`src/rtl/cdb_arbiter_if.sv`:
```
// Bundle of producer handshakes and the common data bus shared by the
// cdb_arbiter and whatever drives its producer side.
interface cdb_arbiter_if #(
  parameter int ROB_WIDTH_BIT = 4
);
  logic                     alu_valid;
  logic [31:0]              alu_value;
  logic [ROB_WIDTH_BIT-1:0] alu_dest;
  logic [31:0]              alu_jalr_pc;
  logic                     alu_ready;

  logic                     ld_valid;
  logic [31:0]              ld_value;
  logic [ROB_WIDTH_BIT-1:0] ld_dest;
  logic                     ld_ready;

  logic                     st_valid;
  logic [ROB_WIDTH_BIT-1:0] st_dest;
  logic                     st_ready;

  logic                     cdb_valid;
  logic [1:0]               cdb_src;
  logic [31:0]              cdb_value;
  logic [ROB_WIDTH_BIT-1:0] cdb_dest;
  logic [31:0]              cdb_jalr_pc;

  // Round-robin pointer, exported for observation only.
  logic [1:0]               rr_ptr;

  modport master (
    output alu_valid, alu_value, alu_dest, alu_jalr_pc,
    output ld_valid, ld_value, ld_dest,
    output st_valid, st_dest,
    input  alu_ready, ld_ready, st_ready,
    input  cdb_valid, cdb_src, cdb_value, cdb_dest, cdb_jalr_pc, rr_ptr
  );

  modport slave (
    input  alu_valid, alu_value, alu_dest, alu_jalr_pc,
    input  ld_valid, ld_value, ld_dest,
    input  st_valid, st_dest,
    output alu_ready, ld_ready, st_ready,
    output cdb_valid, cdb_src, cdb_value, cdb_dest, cdb_jalr_pc, rr_ptr
  );
endinterface

```
`src/rtl/cdb_arbiter.sv`:
```
// Three producer skid FIFOs drained round-robin, one entry per cycle, onto a
// registered common data bus feeding the ROB writeback and operand snoop.
module cdb_arbiter #(
  parameter int ROB_WIDTH_BIT = 4,
  parameter int FIFO_DEPTH    = 2
) (
  input  logic clk_in,
  input  logic rst_in,
  input  logic rdy_in,
  input  logic clear_all,
  cdb_arbiter_if.slave bus
);
  localparam int AW = (FIFO_DEPTH > 1) ? $clog2(FIFO_DEPTH) : 1;
  localparam int CW = $clog2(FIFO_DEPTH + 1);

  // Handshake: a producer transfer happens on a posedge where x_valid and
  // x_ready are both high; x_ready never looks at the same-cycle pop.
  logic [2:0]               in_valid;
  logic [31:0]              in_value [3];
  logic [ROB_WIDTH_BIT-1:0] in_dest  [3];
  logic [31:0]              in_jalr  [3];

  logic [31:0]              val_mem  [3][FIFO_DEPTH];
  logic [ROB_WIDTH_BIT-1:0] dest_mem [3][FIFO_DEPTH];
  logic [31:0]              jalr_mem [3][FIFO_DEPTH];
  logic [AW-1:0]            head     [3];
  logic [AW-1:0]            tail     [3];
  logic [CW-1:0]            count    [3];

  logic [2:0] ready;
  logic [2:0] push;
  logic [2:0] pop;
  logic [1:0] rr_ptr;
  logic       grant_any;
  logic [1:0] grant_src;
  logic [1:0] next_rr;

  always_comb begin
    in_valid    = {bus.st_valid, bus.ld_valid, bus.alu_valid};
    in_value[0] = bus.alu_value;
    in_value[1] = bus.ld_value;
    in_value[2] = 32'd0;
    in_dest[0]  = bus.alu_dest;
    in_dest[1]  = bus.ld_dest;
    in_dest[2]  = bus.st_dest;
    in_jalr[0]  = bus.alu_jalr_pc;
    in_jalr[1]  = 32'd0;
    in_jalr[2]  = 32'd0;
  end

  always_comb begin
    for (int k = 0; k < 3; k++) begin
      ready[k] = rdy_in && !clear_all && (count[k] != CW'(FIFO_DEPTH));
      push[k]  = in_valid[k] && ready[k];
    end
  end

  assign bus.alu_ready = ready[0];
  assign bus.ld_ready  = ready[1];
  assign bus.st_ready  = ready[2];
  assign bus.rr_ptr    = rr_ptr;

  function automatic logic [1:0] rot(input logic [1:0] p, input logic [1:0] i);
    logic [2:0] s;
    s = {1'b0, p} + {1'b0, i};
    if (s >= 3'd3) s = s - 3'd3;
    return s[1:0];
  endfunction

  always_comb begin
    logic [1:0] cand;
    cand      = 2'd0;
    grant_any = 1'b0;
    grant_src = 2'd0;
    if (rdy_in && !clear_all) begin
      for (int i = 0; i < 3; i++) begin
        cand = rot(rr_ptr, 2'(i));
        if (!grant_any && (count[cand] != '0)) begin
          grant_any = 1'b1;
          grant_src = cand;
        end
      end
    end
    next_rr = (grant_src == 2'd2) ? 2'd0 : grant_src + 2'd1;
    for (int k = 0; k < 3; k++) begin
      pop[k] = grant_any && (grant_src == 2'(k));
    end
  end

  always_ff @(posedge clk_in) begin
    if (rst_in) begin
      for (int k = 0; k < 3; k++) begin
        head[k]  <= '0;
        tail[k]  <= '0;
        count[k] <= '0;
      end
      rr_ptr          <= 2'd0;
      bus.cdb_valid   <= 1'b0;
      bus.cdb_src     <= 2'd0;
      bus.cdb_value   <= 32'd0;
      bus.cdb_dest    <= '0;
      bus.cdb_jalr_pc <= 32'd0;
    end else if (rdy_in) begin
      if (clear_all) begin
        for (int k = 0; k < 3; k++) begin
          head[k]  <= '0;
          tail[k]  <= '0;
          count[k] <= '0;
        end
        rr_ptr        <= 2'd0;
        bus.cdb_valid <= 1'b0;
      end else begin
        for (int k = 0; k < 3; k++) begin
          if (push[k]) begin
            val_mem[k][tail[k]]  <= in_value[k];
            dest_mem[k][tail[k]] <= in_dest[k];
            jalr_mem[k][tail[k]] <= in_jalr[k];
            tail[k]              <= tail[k] + AW'(1);
          end
          if (pop[k]) head[k] <= head[k] + AW'(1);
          case ({push[k], pop[k]})
            2'b10:   count[k] <= count[k] + CW'(1);
            2'b01:   count[k] <= count[k] - CW'(1);
            default: count[k] <= count[k];
          endcase
        end
        // Data outputs keep their last value on idle cycles.
        bus.cdb_valid <= grant_any;
        if (grant_any) begin
          bus.cdb_src     <= grant_src;
          bus.cdb_value   <= val_mem[grant_src][head[grant_src]];
          bus.cdb_dest    <= dest_mem[grant_src][head[grant_src]];
          bus.cdb_jalr_pc <= jalr_mem[grant_src][head[grant_src]];
          rr_ptr          <= next_rr;
        end
      end
    end
  end
endmodule

```
`src/flat_wrapper.sv`:
```
// flat-port wrapper written by rule: the top's interface ports become plain ports
module cdb_arbiter_flat 
#(
  parameter int ROB_WIDTH_BIT = 4,
  parameter int FIFO_DEPTH    = 2
)
  (clk_in, rst_in, rdy_in, clear_all, bus_alu_valid, bus_alu_value, bus_alu_dest, bus_alu_jalr_pc, bus_ld_valid, bus_ld_value, bus_ld_dest, bus_st_valid, bus_st_dest, bus_alu_ready, bus_ld_ready, bus_st_ready, bus_cdb_valid, bus_cdb_src, bus_cdb_value, bus_cdb_dest, bus_cdb_jalr_pc, bus_rr_ptr);
  cdb_arbiter_if #(.ROB_WIDTH_BIT(ROB_WIDTH_BIT)) bus_i ();
  input  logic clk_in;
  input  logic rst_in;
  input  logic rdy_in;
  input  logic clear_all;
  input wire logic [$bits(bus_i.alu_valid)-1:0] bus_alu_valid;
  input wire logic [$bits(bus_i.alu_value)-1:0] bus_alu_value;
  input wire logic [$bits(bus_i.alu_dest)-1:0] bus_alu_dest;
  input wire logic [$bits(bus_i.alu_jalr_pc)-1:0] bus_alu_jalr_pc;
  input wire logic [$bits(bus_i.ld_valid)-1:0] bus_ld_valid;
  input wire logic [$bits(bus_i.ld_value)-1:0] bus_ld_value;
  input wire logic [$bits(bus_i.ld_dest)-1:0] bus_ld_dest;
  input wire logic [$bits(bus_i.st_valid)-1:0] bus_st_valid;
  input wire logic [$bits(bus_i.st_dest)-1:0] bus_st_dest;
  output wire logic [$bits(bus_i.alu_ready)-1:0] bus_alu_ready;
  output wire logic [$bits(bus_i.ld_ready)-1:0] bus_ld_ready;
  output wire logic [$bits(bus_i.st_ready)-1:0] bus_st_ready;
  output wire logic [$bits(bus_i.cdb_valid)-1:0] bus_cdb_valid;
  output wire logic [$bits(bus_i.cdb_src)-1:0] bus_cdb_src;
  output wire logic [$bits(bus_i.cdb_value)-1:0] bus_cdb_value;
  output wire logic [$bits(bus_i.cdb_dest)-1:0] bus_cdb_dest;
  output wire logic [$bits(bus_i.cdb_jalr_pc)-1:0] bus_cdb_jalr_pc;
  output wire logic [$bits(bus_i.rr_ptr)-1:0] bus_rr_ptr;
  assign bus_i.alu_valid = bus_alu_valid;
  assign bus_i.alu_value = bus_alu_value;
  assign bus_i.alu_dest = bus_alu_dest;
  assign bus_i.alu_jalr_pc = bus_alu_jalr_pc;
  assign bus_i.ld_valid = bus_ld_valid;
  assign bus_i.ld_value = bus_ld_value;
  assign bus_i.ld_dest = bus_ld_dest;
  assign bus_i.st_valid = bus_st_valid;
  assign bus_i.st_dest = bus_st_dest;
  assign bus_alu_ready = bus_i.alu_ready;
  assign bus_ld_ready = bus_i.ld_ready;
  assign bus_st_ready = bus_i.st_ready;
  assign bus_cdb_valid = bus_i.cdb_valid;
  assign bus_cdb_src = bus_i.cdb_src;
  assign bus_cdb_value = bus_i.cdb_value;
  assign bus_cdb_dest = bus_i.cdb_dest;
  assign bus_cdb_jalr_pc = bus_i.cdb_jalr_pc;
  assign bus_rr_ptr = bus_i.rr_ptr;
  cdb_arbiter #(.ROB_WIDTH_BIT(ROB_WIDTH_BIT), .FIFO_DEPTH(FIFO_DEPTH)) u_core (.clk_in(clk_in), .rst_in(rst_in), .rdy_in(rdy_in), .clear_all(clear_all), .bus(bus_i));
endmodule
```
`config.mk`:
```
export PLATFORM = sky130hd
export DESIGN_NAME = cdb_arbiter_flat
export DESIGN_NICKNAME = d
export VERILOG_FILES = /design/src/rtl/cdb_arbiter_if.sv /design/src/rtl/cdb_arbiter.sv /design/src/flat_wrapper.sv
export SDC_FILE = /design/constraint.sdc
export NUM_CORES = 1
export LEC_CHECK = 0
export BUFFER_PORTS_ARGS = -buffer_cell sky130_fd_sc_hd__buf_4
export CORE_MARGIN = 1
export CORE_UTILIZATION = 25
export CTS_CLUSTER_DIAMETER = 40
export DETAILED_ROUTE_END_ITERATION = 7
export GPL_TIMING_DRIVEN = 0
export PLACE_DENSITY = 0.53
export SLEW_MARGIN = 20
export SYNTH_ARGS = -nofsm -noshare
export SYNTH_HDL_FRONTEND = slang
export SYNTH_SLANG_ARGS = --single-unit
```
`constraint.sdc`:
```
create_clock -name clk_in -period 6.45 [get_ports clk_in]
set_input_delay 0.645 -clock clk_in [delete_from_list [all_inputs] [get_ports clk_in]]
set_output_delay 0.645 -clock clk_in [all_outputs]
set_load 0.05 [all_outputs]
```
# Yosys cells after proc, flatten, opt, wreduce, memory -nomap -nowiden
# Memories as Yosys holds them, arrays and structs flattened.
# Index checks and enable logic that the tools add are counted.
[totals] regBits=73 latchBits=0 mem_bits_rw=420 romBits=0 input_bits=115 output_inout_bits=76 wordCells=260 mem_count=6
[classes] addsub=18 n_mul=0 div=0 order_cmp=10 eq_ne=11 n_shift=0 mux=152 n_bitwise=29 n_reduce_logical=28
[memory_table] memory="u_core.jalr_mem" depth=3 word_bits=64 read_ports=1 rd_clocked_by_memory_dff=0 wr=3 line_no="cdb_arbiter.sv:25" rtl="logic [31:0] jalr_mem [3][FIFO_DEPTH];"
[memory_table] memory="u_core.val_mem" depth=3 word_bits=64 read_ports=1 rd_clocked_by_memory_dff=0 wr=3 line_no="cdb_arbiter.sv:23" rtl="logic [31:0] val_mem [3][FIFO_DEPTH];"
[memory_table] memory="u_core.dest_mem" depth=3 word_bits=8 read_ports=1 rd_clocked_by_memory_dff=0 wr=3 line_no="cdb_arbiter.sv:24" rtl="logic [ROB_WIDTH_BIT-1:0] dest_mem [3][FIFO_DEPTH];"
[memory_table] memory="u_core.count" depth=3 word_bits=2 read_ports=6 rd_clocked_by_memory_dff=0 wr=3 line_no="cdb_arbiter.sv:28" rtl="logic [CW-1:0] count [3];"
[memory_table] memory="u_core.head" depth=3 word_bits=1 read_ports=4 rd_clocked_by_memory_dff=0 wr=3 line_no="cdb_arbiter.sv:26" rtl="logic [AW-1:0] head [3];"
[memory_table] memory="u_core.tail" depth=3 word_bits=1 read_ports=3 rd_clocked_by_memory_dff=0 wr=3 line_no="cdb_arbiter.sv:27" rtl="logic [AW-1:0] tail [3];"
[ops] cell="$mux 32" count=9
[ops] cell="$mux 64" count=3
[ops] cell="$mux 1" count=100
[ops] cell="$demux 32 s1" count=3
[ops] cell="$mux 2" count=25
[ops] cell="$mux 4" count=6
[ops] cell="$mux 8" count=3
[ops] cell="$or 1x1->1" count=24
[ops] cell="$logic_and 1x1->1" count=15
[ops] cell="$demux 4 s1" count=3
[ops] cell="$ge 2x2->1 const B" count=5
[ops] cell="$add 2x1->2 const B" count=4
[ops] cell="$eq 2x1->1 const B" count=4
[ops] cell="$eq 2x2->1 const B" count=4
[ops] cell="$not 1->2" count=4
[ops] cell="$reduce_bool 2->1" count=4
[ops] cell="$add 1x1->1 const B" count=6
[ops] cell="$ge 3x2->1 const B" count=2
[ops] cell="$lt 2x1->1 const B" count=3
[ops] cell="$ne 2x2->1 const B" count=3
[ops] cell="$reduce_or 2->1" count=3
[ops] cell="$sub 2x1->2 const B" count=3
[ops] cell="$sub 2x2->2 const B" count=3
[ops] cell="$add 2x1->3 const B" count=1
[ops] cell="other kinds (6)" count=8

# Depth between registers and ports, before layout
# An unclocked memory read counts as a cell.
[logic_depth] ltp_word=26 mapped_depth=14 mapped_depth_nobuf=14

# Worst setup path before layout
# OpenSTA, ideal clock, no wires.
[synth_path] kind="input to register" start="input clear_all" end="memory u_core.dest_mem[0][4] (netlist bit) (enable)" setup_time_ps=578 arrival_ps=6755 required_ps=5872 slack_ps=-883 stages=5 n_path_buf=1 cell_sequence="nand2b_1 > clkbuf_1 > a21oi_1 > nand2_1 > nor3_1"
[synth_rtl] element="start, declared" line_no="flat_wrapper.sv:12" rtl="input logic clear_all;"
[synth_rtl] element="end, declared" line_no="cdb_arbiter.sv:24"

==> impl_metrics.py <==
metrics = {
    "timing": {
        "finalClockSkew_ns": 0.0122,
        "setup_violations": 0,
        "slew_violations": 0,
        "slew_headroom_pct": 34.2,
        "final_hold_viol_count": 0,
        "fin_tns_setup_ns": 0,
        "period_minus_slack_ns": 4.60,
        "tightest_slew_ns": 0.975,
        "max_freq_ghz": 0.217,
        "rsz0062_at_grt": "false",
        "finalCritPeriodShare_pct": 71.3,
    },
    "power": {
        "p_per_area_nw_per_um2": 348,
        "pwr-share-comb_pct": 11.9,
        "netSwitchingPower_uw": 1430,
        "swShare_pct": 26.6,
        "seqPwrFrac_pct": 40.6,
        "power_uw": 5400,
        "p_int_uw": 3970,
        "pwr-share-clk_pct": 47.5,
        "leakage_uw": 0.00597,
        "ir_drop_mv": 0.243,
    },
    "setup_path": {
        "path_max_fanout": 9,
        "slowest_stage": "o41ai_1",
        "cpMostUsedCell": "nor2_1",
        "path_class": "reg2reg",
        "cpPeakStageDelay_ns": 0.79,
        "cp.arrival_ns": 4.92,
        "worstPathCellList": "inv_1, ha_1, nor3_1, a211oi_1, nor4_1, nor2_1, nand3_1, ha_1, nor2_1, nand2_1, o41ai_1, nor2_1, mux2_2",
        "cp.required_ns": 6.77,
        "worst_setup_path_end_kind": "flop",
        "cp-start-kind": "flop",
    },
    "drt": {
        "wl_um": 30800,
        "first_pass_iters": 4,
        "viasPerCell": 4.36,
        "wl_per_cell_um": 18.6,
        "vias": 7244,
        "drtIter0Drc": 374,
        "drtAntennaViolNets": 0,
        "drc": 0,
    },
    "cts": {
        "clkLatencyLatePin_ns": 0.57,
        "cts-buffers-inserted": 50,
        "cts-htree-levels": 2,
        "clk_path_buf_depth": 3,
        "hold_buffers": 0,
        "cts.sinks": 301,
        "cts_resized": 0,
        "cts_setup_buffers": 0,
        "cts_tree": "done",
        "cts-root-buf": "clkbuf_16",
        "clk_pin_slew_ns": 0.06,
    },
    "layout": {
        "area_delta_synth_final_pct": 35.0,
        "fin_util_pct": 34.2,
        "fin_cells": 1660,
        "seqCellArea_um2": 8310,
        "diodes": 0,
        "finalNetCount": 1144,
        "drive_above_1_share_pct": 33.7,
        "multi_input_area_um2": 2930,
        "fillCellCount": 4411,
    },
    "synth": {
        "ys.flop_type": "edfxtp_1",
        "synth_seq_area_share_pct": 72.3,
        "syn_nets": 889,
        "mappedNetlistArea_um2": 11500,
        "async_reset_ff_share_pct": 0,
        "synthCells": 763,
        "synth_cell_types": 50,
        "synth_edf_count": 228,
        "ys_ff_latch": 301,
        "synth_warnings": 0,
        "synth.avg_cell_area_um2": 15.1,
    },
    "die": {
        "initial_utilization_pct": 25.3,
        "dieArea_um2": 46800,
        "die_w_um": 216,
        "die_height_um": 216,
        "ios": 191,
        "rows": 78,
        "core-area_um2": 45400,
    },
    "run": {
        "maxCapViolations": 0,
    },
    "global_route": {
        "antenna_found_initial": 3,
        "grt_max_degree": 39,
        "grt_pass1_vias": 7556,
        "grt_overflow": 0,
        "grt_pass1_wl_um": 46000,
        "grt_usage_pct": 13.2,
    },
    "outcome": {
        "outcome": "complete, no violations",
    },
    "placed_design": {
        "place_hpwl_um": 21100,
        "place_congestion": 0.778,
        "portBuffers": 189,
        "dp_cells": 1566,
    },
    "min_path": {
        "min_path_type": "in2reg",
    },
}
[Yosys cell counts (2+ instances only)]
master       n  area (um^2)
o21ai_0     39          195
or3_1        2         12.5
a21oi_1     44          220
nor3_1      14         70.1
xor2_1       2         17.5
mux2_4      30          450
nand2_1     48          180
nor2_1      22         82.6
ha_1        11          138
nand3_1     35          175
o21ai_1     34          170
inv_1       16         60.1
edfxtp_1   228         6850
mux2i_1     36          360
dfxtp_1     73         1460
buf_2        6         30.0
clkbuf_1    28          105
o22ai_1      4         25.0
buf_4        2         15.0
nand2b_1     3         18.8
and3_1       5         31.3
o2bb2ai_1    4         35.0
mux2_2      10          113
nor2b_1      3         18.8
mux2_1       2         22.5
buf_6        6         67.6
a221o_1     32          320
a211o_1      2         17.5
[logic make-up (layout without fill, tap and decap cells)]
kind of cell	after synthesis	after routing	synth area share, %
buf+inv	59	356	2.45
compound gates	173	173	9.87
mux	79	79	8.43
flops	301	301	72.3
xor+xnor	2	2	0.152
fa+ha+maj	11	11	1.20
simple gates	138	138	5.61
[area by class of cell]
cell class                      instances  share of cell area, %
Buffer                                 42                   1.40
Sequential cell                       301                   53.5
Clock inverter                         39                   2.25
Multi-Input combinational cell        403                   18.9
Clock buffer                           55                   8.39
Tap cell                              600                   4.84
Timing Repair Buffer                  203                   10.3
Inverter                               17                  0.411
[routing by layer]
layer / vias to the layer above / global-route usage [%] / share of wire [%]
met1: 3522 / 16.3 / 43
li1: 3461 / - / -
met4: 6 / 4.86 / 2.5
met2: 202 / 21.3 / 47
met3: 53 / 4.65 / 7.4
met5: - / 0 / 0.17
[stage by stage]
step	instance area, um^2	hold slack, ns	setup WS [ns]
floorplan	11500	0.482	1.21
global placement	13700	0.437	-0.900
detailed placement	13900	0.446	1.87
CTS	15500	0.206	1.85
global route	15500	0.223	1.32
finish	15500	0.253	1.85
[sequential cells by signal, summed over array words and instances (netlist names)]
name / flops
u_core.bus.cdb_value: 32
u_core.bus.cdb_src: 2
u_core.dest_mem: 24
u_core.head: 3
u_core.jalr_mem: 64
u_core.count: 6
u_core.bus.cdb_jalr_pc: 32
u_core.bus.cdb_valid: 1
u_core.bus.rr_ptr: 2
u_core.tail: 3
u_core.val_mem: 128
u_core.bus.cdb_dest: 4
[worst paths after layout]
check	startpoint	end	slack, ns	cells after the start
setup / recovery	u_core.bus.rr_ptr[0]	u_core.count[2][1]	1.85	13
hold / removal	bus_alu_jalr_pc[14]	u_core.jalr_mem[0][46]	0.25	1
setup reg to reg	u_core.bus.rr_ptr[0]	u_core.count[2][1]	1.85	13
hold reg to reg	u_core.bus.cdb_jalr_pc[11]	u_core.bus.cdb_jalr_pc[11]	0.45	2
[power by group through the flow]
| stage | logic [uW] | registers, uW | clock network (uW) |
|---|---|---|---|
| global placement | 639 | 2230 | 0 |
| floorplan | 270 | 2370 | 0 |
| CTS | 655 | 2190 | 2650 |
| global route | 691 | 2200 | 2720 |
| finish | 644 | 2190 | 2570 |
| detailed placement | 653 | 2230 | 0 |
[layout by cell type, fill, tap and decap left out, types with 7 or more instances in the layout]
master	count
nand3_1	35
inv_1	16
a221o_1	32
nor2_1	21
ha_1	11
nand2_1	48
edfxtp_1	228
clkinv_2	8
mux2_2	10
inv_6	14
o21ai_0	39
clkbuf_16	51
a21oi_1	44
buf_6	7
dfxtp_1	73
nor3_1	12
clkbuf_1	31
o21ai_1	34
buf_4	196
mux2i_1	36
mux2_4	30
[worst max-delay path: cells and delay by family (launching register included)]
kind | cells | cell delay [ns]
AO/OA/AOI/OAI | 2 | 1.20
adder cells (fa/ha/maj) | 2 | 0.79
buffers and inverters | 1 | 0.09
flip-flops | 1 | 0.42
multiplexers | 1 | 0.29
AND/OR/NAND/NOR | 7 | 1.56
No activity file was read; power rests on OpenSTA's default activity.
